--- config.mk ---
export PLATFORM = sky130hd
export DESIGN_NAME = execution_stage
export DESIGN_NICKNAME = d
export VERILOG_FILES = /design/src/rtl/execution_stage.sv
export SDC_FILE = /design/constraint.sdc
export NUM_CORES = 1
export LEC_CHECK = 0
export CORE_MARGIN = 8
export CORE_UTILIZATION = 47
export CTS_BUF_LIST = sky130_fd_sc_hd__clkbuf_2
export DETAILED_ROUTE_END_ITERATION = 6
export GPL_TIMING_DRIVEN = 0
export MAX_ROUTING_LAYER = met4
export PLACE_DENSITY = 0.71
export SYNTH_ARGS = -nofsm -noshare
export SYNTH_HDL_FRONTEND = slang
export SYNTH_SLANG_ARGS = --single-unit
export TNS_END_PERCENT = 100
--- constraint.sdc ---
create_clock -name clk -period 6.4 [get_ports clk]
set_input_delay 0.96 -clock clk [delete_from_list [all_inputs] [get_ports clk]]
set_output_delay 0.96 -clock clk [all_outputs]
set_load 0.05 [all_outputs]
--- src/rtl/execution_stage.sv ---
// EX stage of the 5-stage MIPS pipeline. Single-cycle ALU ops (add, sub,
// and, or, slt) plus an optional 32-step shift-add multiplier. While the
// multiplier runs, stall is held high so upstream freezes its operands.
module execution_stage #(
   parameter bit MUL_ENABLE = 1'b1
) (
   input  logic        clk,
   input  logic        rst,
   input  logic [31:0] A,
   input  logic [31:0] B,
   input  logic [4:0]  RD,
   input  logic [2:0]  ALUctr,
   output logic [31:0] EM_ALUout,
   output logic [4:0]  EM_RD,
   output logic        EM_zero,
   output logic        stall
);

   typedef enum logic {IDLE, MUL} state_t;

   state_t      state_q,  state_d;
   logic [31:0] mcand_q,  mcand_d;
   logic [31:0] mplier_q, mplier_d;
   logic [31:0] acc_q,    acc_d;
   logic [4:0]  count_q,  count_d;
   logic [4:0]  rd_q,     rd_d;
   logic [31:0] alu_q,    alu_d;
   logic [4:0]  emrd_q,   emrd_d;
   logic        zero_q,   zero_d;
   logic [31:0] step;

   // Single-cycle ALU operations; only called for ALUctr 0-4.
   function automatic logic [31:0] alu_op(input logic [2:0] ctr,
                                          input logic [31:0] a,
                                          input logic [31:0] b);
      logic [31:0] r;
      r = '0;
      case (ctr)
         3'd0:    r = a + b;
         3'd1:    r = a - b;
         3'd2:    r = a & b;
         3'd3:    r = a | b;
         3'd4:    r = ($signed(a) < $signed(b)) ? 32'd1 : 32'd0;
         default: r = '0;
      endcase
      return r;
   endfunction

   // Next-state, multiplier datapath and output-register selection.
   always_comb begin
      state_d  = state_q;
      mcand_d  = mcand_q;
      mplier_d = mplier_q;
      acc_d    = acc_q;
      count_d  = count_q;
      rd_d     = rd_q;
      alu_d    = alu_q;
      emrd_d   = emrd_q;
      zero_d   = zero_q;
      step     = acc_q + (mplier_q[0] ? mcand_q : 32'd0);
      case (state_q)
         IDLE: begin
            if (MUL_ENABLE && ALUctr == 3'd5) begin
               mcand_d  = A;
               mplier_d = B;
               rd_d     = RD;
               acc_d    = '0;
               count_d  = '0;
               alu_d    = '0;
               emrd_d   = '0;
               zero_d   = 1'b0;
               state_d  = MUL;
            end else if (ALUctr <= 3'd4) begin
               alu_d  = alu_op(ALUctr, A, B);
               emrd_d = RD;
               zero_d = (A == B);
            end else begin
               // Reserved op (or mul with the multiplier disabled): bubble.
               alu_d  = '0;
               emrd_d = '0;
               zero_d = 1'b0;
            end
         end
         MUL: begin
            acc_d    = step;
            mcand_d  = mcand_q << 1;
            mplier_d = mplier_q >> 1;
            count_d  = count_q + 5'd1;
            alu_d    = '0;
            emrd_d   = '0;
            zero_d   = 1'b0;
            // Last step: publish the sum including this step's partial product.
            if (count_q == 5'd31) begin
               alu_d   = step;
               emrd_d  = rd_q;
               state_d = IDLE;
            end
         end
         default: state_d = IDLE;
      endcase
   end

   // State and datapath registers; async reset also aborts a multiply.
   always_ff @(posedge clk or negedge rst) begin
      if (!rst) begin
         state_q  <= IDLE;
         mcand_q  <= '0;
         mplier_q <= '0;
         acc_q    <= '0;
         count_q  <= '0;
         rd_q     <= '0;
         alu_q    <= '0;
         emrd_q   <= '0;
         zero_q   <= 1'b0;
      end else begin
         state_q  <= state_d;
         mcand_q  <= mcand_d;
         mplier_q <= mplier_d;
         acc_q    <= acc_d;
         count_q  <= count_d;
         rd_q     <= rd_d;
         alu_q    <= alu_d;
         emrd_q   <= emrd_d;
         zero_q   <= zero_d;
      end
   end

   assign stall     = (state_q == MUL);
   assign EM_ALUout = alu_q;
   assign EM_RD     = emrd_q;
   assign EM_zero   = zero_q;

endmodule

==> results of run 1 <==
cells in the mapped netlist (3+ instances only):
cell type,instances
or3_1,7
nor4_1,7
nor3b_1,3
xor2_1,12
o21ai_0,69
nand4_1,9
clkbuf_1,55
nand3_1,10
a32o_1,4
a21o_1,33
a21oi_1,97
a311oi_1,6
o21a_1,14
fa_1,3
a211oi_1,22
and3_1,8
ha_1,144
and2_1,34
a211o_1,4
o211ai_1,11
o31a_1,7
nor2_1,81
nand2_1,88
nor2b_1,11
a221oi_1,13
buf_2,7
a22o_1,35
o21bai_1,21
buf_1,8
o221ai_1,5
a221o_1,7
inv_1,162
a31oi_1,13
nand2b_1,7
o22ai_1,5
xnor2_1,45
nor3_1,21
o31ai_1,6
mux2i_1,11
dfrtp_1,145
a222oi_1,62
mux2_2,5
registers in the layout (all words and copies together) (netlist names):
name,cells
stall,1
mplier_q,32
acc_q,32
EM_ALUout,32
rd_q,5
EM_zero,1
EM_RD,5
mcand_q,32
count_q,5
cells by family after synthesis:
| family | count (synthesis) | share of synthesized area, % |
|---|---|---|
| flip-flops | 145 | 30.5 |
| XOR/XNOR | 57 | 4.19 |
| buffers and inverters | 240 | 7.97 |
| multiplexers | 16 | 1.40 |
| adder cells (fa/ha/maj) | 147 | 15.6 |
| AO/OA/AOI/OAI | 462 | 28.3 |
| AND/OR/NAND/NOR | 299 | 12.0 |
final timing paths:
path,end,startpoint,depth (start not counted),slack [ns]
max,EM_ALUout[19]$_DFF_PN0_,A[1],13,1.68
min,mplier_q[6]$_DFFE_PN0P_,rst,1,0.08
max reg2reg,EM_ALUout[30]$_DFF_PN0_,mplier_q[0]$_DFFE_PN0P_,12,2.55
min reg2reg,EM_RD[3]$_DFF_PN0_,rd_q[3]$_DFFE_PN0P_,1,0.49
max in group asynchronous,mplier_q[31]$_DFFE_PN0P_,rst,2,5.40
min in group clk,EM_RD[3]$_DFF_PN0_,rd_q[3]$_DFFE_PN0P_,1,0.49
per-stage QoR:
step	cells	hold WS [ns]	util, %	cell area (sq um)	worst slack (ns)
6_report	1842	0.0804	54.7	13700	1.68
5_1_grt	1842	0.0697	54.7	13700	1.58
4_1_cts	1839	0.0484	54.6	13700	1.77
3_5_place_dp	1808	0.474	53.8	13500	1.03
3_3_place_gp	1807	0.468	53.6	13400	-1.54
2_1_floorplan	1366	0.450	-	11900	2.90
cells in the final DEF, fill, tap and decap left out, drive strengths merged, types with 9 or more instances in the layout:
| cell type | instances |
|---|---|
| o21ai | 72 |
| o21a | 14 |
| a21o | 33 |
| nor3 | 22 |
| a31oi | 14 |
| clkdlybuf4s50 | 110 |
| o21bai | 21 |
| and3 | 9 |
| xor2 | 12 |
| a22o | 36 |
| and2 | 34 |
| nand3 | 10 |
| nor2b | 11 |
| nor2 | 82 |
| a221oi | 14 |
| ha | 144 |
| nand4 | 9 |
| dfrtp | 145 |
| a21oi | 99 |
| buf | 19 |
| o211ai | 11 |
| a211oi | 23 |
| mux2i | 11 |
| nand2 | 88 |
| a222oi | 62 |
| clkbuf | 77 |
| xnor2 | 45 |
| inv | 167 |
routing by layer:
layer / global-route usage (%) / vias to the layer above / part of all wire [%]
li1: - / 5223 / -
met1: 36.9 / 5479 / 43
met4: 8.27 / 0 / 2.1
met2: 42.9 / 529 / 46
met5: - / - / 0
met3: 4.58 / 62 / 8.6
power breakdown:
group	total [W]	internal (W)	switching, W
Sequential	0.00137	0.00118	0.000186
Combinational	0.00184	0.000727	0.00111
Clock	0.000547	0.000147	0.000400
Total	0.00376	0.00206	0.00170
worst register-to-register path, delay by kind of cell, from the launching register on:
| kind | cells | cell delay [ns] |
|---|---|---|
| flops | 1 | 0.52 |
| fa+ha+maj | 2 | 0.66 |
| simple gates | 1 | 0.20 |
| xor+xnor | 1 | 0.20 |
| compound gates | 8 | 2.19 |
cell type report:
cell class | instances | area, sq um | area share (%)
Buffer | 77 | 337 | 2.46
Clock buffer | 18 | 90.1 | 0.658
Sequential cell | 145 | 3630 | 26.5
Tap cell | 330 | 413 | 3.02
Inverter | 163 | 612 | 4.47
Antenna cell | 3 | 7.51 | 0.0548
Timing Repair Buffer | 112 | 1140 | 8.33
Clock inverter | 13 | 126 | 0.923
Multi-Input combinational cell | 981 | 7330 | 53.6
==> metrics, run 1 <==
RSZ-0062 raised after global routing false; Clk Latency, worst-skew pair 0.79 ns; CTS Buf Count 17; CP Capture Type flop; Post-CTS Resized 0; H-tree depth 4; Crit Path Category primary input to flop; first-pass GRT wire length 64100 um; Distinct cells, synth 78; Worst-Margin Slew 1.27 ns; Layout Nets 1718; post-synthesis sequential area ratio 30.5%; clock sink count 145; Initial Utilization 47.6%; Synth top area share 30.5%; yosys warns 0; Buffers on Ports 111; final period utilization 73.8%; minimum clock period 4.72 ns; vias 11.3k; Avg Inst Size Synth 8.72 sq um; Max Freq 212 MHz; CTS tree done; status finished with violations; Synth-to-Final Area Change 15.0%; initial antenna violation count 3; Max FO, Critical Path 5; Main synth FF type dfrtp_1; Hold WC Path Type primary input to asynchronous set/reset pin; Yosys reg bits 145; post-synthesis cell count 1366; die area 30700 sq um; WL/cell 22.8 um; Chip Width 175 um; Final Hold Fails 0; number of max-cap violations 0; Post-DRT Antenna Nets 0; largest net degree at the start of global routing 92; share of cells above drive strength 1 4.44%; vias in the first global route 11.0k; # DRC 6; All-Layer GR Usage 27.7%; Peak VDD IR 0.000139 V; cell family with most CP delay compound AO/OA/AOI/OAI gates; Total Routed Length 41900 um; Clock transition at path regs 0.28 ns; EDFF count, synth 0; first drt pass iteration count 7; Slew HR 15.3%; setup TNS 0 ns; Total Power 0.00376 W; crit path DAT 5.38 ns; site row count 58; cells along the critical path clkdlybuf4s50_1, inv_1, ha_1, o21ba_2, o21bai_1, a311oi_1, o21ai_0, a311oi_1, o221ai_1, a21oi_1, xor2_1, a221oi_1, o21ai_0; Via density 6.13; Critical-path top delay cell a311oi_1; Max clock buf depth 2; Post-Syn Area 11900 sq um; pwr/cell area 274 nW/um^2; GP Congestion 0.961; I/O pin count 113; Startpoint Class primary input; failing checks DRC; Post-CTS Hold Buffers 0; Post-synth ARST share 100%; DP HPWL 33300 um; clock root cell clkbuf_2; Fill cells 2409; Setup-failing EPs final 0; Clock Skew 0.0515 ns; Initial DRC Count 1508; Syn Nets 1587; Leakage 6.73 nW; remaining global-route overflow 0; main area contributors after synthesis dfrtp_1 30%, ha_1 15%, a222oi_1 5.2%; cell type with the largest total area after synthesis dfrtp_1; Crit path buffers/inverters 2; number of setup buffers added after CTS 0; WP data required 7.06 ns; pins over their slew limit 0; largest stage delay on the critical path 0.86 ns; core area 25000 sq um; die height 175 um
Power figures use the tool's default switching activity.
==> run 2, diff against run 1 <==
clock period = 4.9 ns   (was 6.4 ns; I/O delays follow)
==> run 2 against run 1 <==
  * The run still ends with DRC left
  * Non-clock buffer count is 1 higher
  * Clock power grew 30%
  * Highest routed layer unchanged
  * First-iteration DRC count shrank 2.0%
  * Setup slack lost 1.3 ns
  * Combinational power increased by 30%
  * Die area unchanged
  * Sequential share of layout area hardly changed
==> metrics, run 2 (synthesis gave the netlist of run 1 again) <==
Clock Power Share 14.5%; Startpoint Class primary input; Slew HR 14.6%; Final Hold Fails 0; Peak VDD IR 0.000182 V; Crit Path Category primary input to flop; first-pass GRT wire length 64100 um; clock sink count 145; pwr/cell area 358 nW/um^2; crit path DAT 5.20 ns; Max Freq 220 MHz; Logic pwr share 49.0%; setup TNS 0 ns; number of setup buffers added after CTS 0; WL/cell 22.7 um; Clock Skew 0.0541 ns; Layout Nets 1719; CP Capture Type flop; placed cells 1808; Critical-path top delay cell a311oi_1; vias 11.3k; RSZ-0062 raised after global routing false; Leakage 6.73 nW; R2R Setup Slk 1.07 ns; Post-CTS Resized 0; H-tree depth 4; Clk Latency, worst-skew pair 0.79 ns; most common cell after layout, fill and taps aside inv_1; largest stage delay on the critical path 0.89 ns; Post-CTS Hold Buffers 1; WP data required 5.56 ns; initial antenna violation count 3; reg2reg start mplier_q[0]$_DFFE_PN0P_; vias in the first global route 11.0k; Post-DRT Antenna Nets 0; final period utilization 92.6%; cell internal pwr 0.00269 W; CTS tree done; Setup-failing EPs final 0; area of the multi-input gates 7330 sq um; minimum clock period 4.54 ns; GP Congestion 0.961; largest net degree at the start of global routing 92; status finished with violations; die height 175 um; sw frac 45.2%; share of cells above drive strength 1 4.44%; I/O pin count 113; Reg power frac 36.4%; Hold WC Path Type primary input to asynchronous set/reset pin; Synth-to-Final Area Change 15.0%; first drt pass iteration count 7; most frequent cells in the layout 162 x inv_1, 145 x dfrtp_1, 144 x ha_1, 110 x clkdlybuf4s50_1, 97 x a21oi_1; Fill cells 2410; net switching power 0.00222 W; Total Routed Length 41900 um; Max FO, Critical Path 5; Clock transition at path regs 0.28 ns; die area 30700 sq um; number of max-cap violations 0; post-route insts no fill 1843; site row count 58; Via density 6.13; CTS Buf Count 17; Initial Utilization 47.6%; clock root cell clkbuf_2; Chip Width 175 um; Worst-Margin Slew 1.28 ns; # DRC 4; DP HPWL 33300 um; All-Layer GR Usage 27.7%; Max clock buf depth 2; pins over their slew limit 0; failing checks DRC; cells along the critical path clkdlybuf4s50_1, inv_1, ha_1, o21ba_2, o21bai_1, a311oi_1, o21ai_0, a311oi_1, o221ai_1, a21oi_1, xor2_1, a221oi_1, o21ai_0; core area 25000 sq um; remaining global-route overflow 0; crit path from A[1]; FF/Latch Area 3630 sq um; Initial DRC Count 1478; Buffers on Ports 111
run 2: changes by cell type in the layout (fill, tap and decap cells not counted):
cell           delta
dlygate4sd3_1     +1
run 2: worst paths after layout:
path                                                  to  depth (start not counted)
min in group clk                      EM_RD[3]$_DFF_PN0_                          1
worst min-delay path             mplier_q[8]$_DFFE_PN0P_                          2
worst min register to register        EM_RD[3]$_DFF_PN0_                          1
worst max register to register   EM_ALUout[30]$_DFF_PN0_                         12
max in group asynchronous       mplier_q[31]$_DFFE_PN0P_                          3
worst max-delay path             EM_ALUout[19]$_DFF_PN0_                         13
run 2: layout make-up:
class                      count  area share, %
clock buffer                  18          0.658
multi-input combinational    981           53.5
buffer                        77           2.46
clock inverter                13          0.923
antenna                        3         0.0548
inverter                     163           4.47
sequential                   145           26.5
timing repair buffer         113           8.39
tap                          330           3.01
run 2: worst max-delay path, delay by kind of cell:
kind / cells / cell delay [ns]
xor gates and xnor gates: 1 / 0.09
adders and majority gates: 1 / 0.34
buffers and inverters: 2 / 0.78
AOI/OAI and AO/OA: 9 / 3.26
run 2: metrics by stage:
step	cell area, sq um	util [%]	worst slack, ns	hold slack (ns)	power [W]
2_1_floorplan	11900	-	1.63	0.439	0.00338
3_3_place_gp	13400	53.6	-2.81	0.468	0.00411
3_5_place_dp	13500	53.8	-0.248	0.474	0.00417
4_1_cts	13700	54.7	0.499	0.389	0.00487
5_1_grt	13700	54.7	0.306	0.417	0.00522
6_report	13700	54.7	0.361	0.423	0.00490
run 2: power by group through the flow:
stage	sequential (W)	clock, W	combinational [W]
final	0.00179	0.000713	0.00240
after global routing	0.00183	0.000773	0.00262
after CTS	0.00178	0.000723	0.00237
after detailed placement	0.00180	0	0.00237
after global placement	0.00179	0	0.00231
after floorplan	0.00184	0	0.00154
run 2: routing by layer:
| layer | vias up | GRT usage (%) | share of wire [%] |
|---|---|---|---|
| met4 | 0 | 8.27 | 2.0 |
| met5 | - | - | 0 |
| met2 | 511 | 42.9 | 46 |
| met1 | 5506 | 36.9 | 44 |
| li1 | 5223 | - | - |
| met3 | 53 | 4.58 | 8.3 |
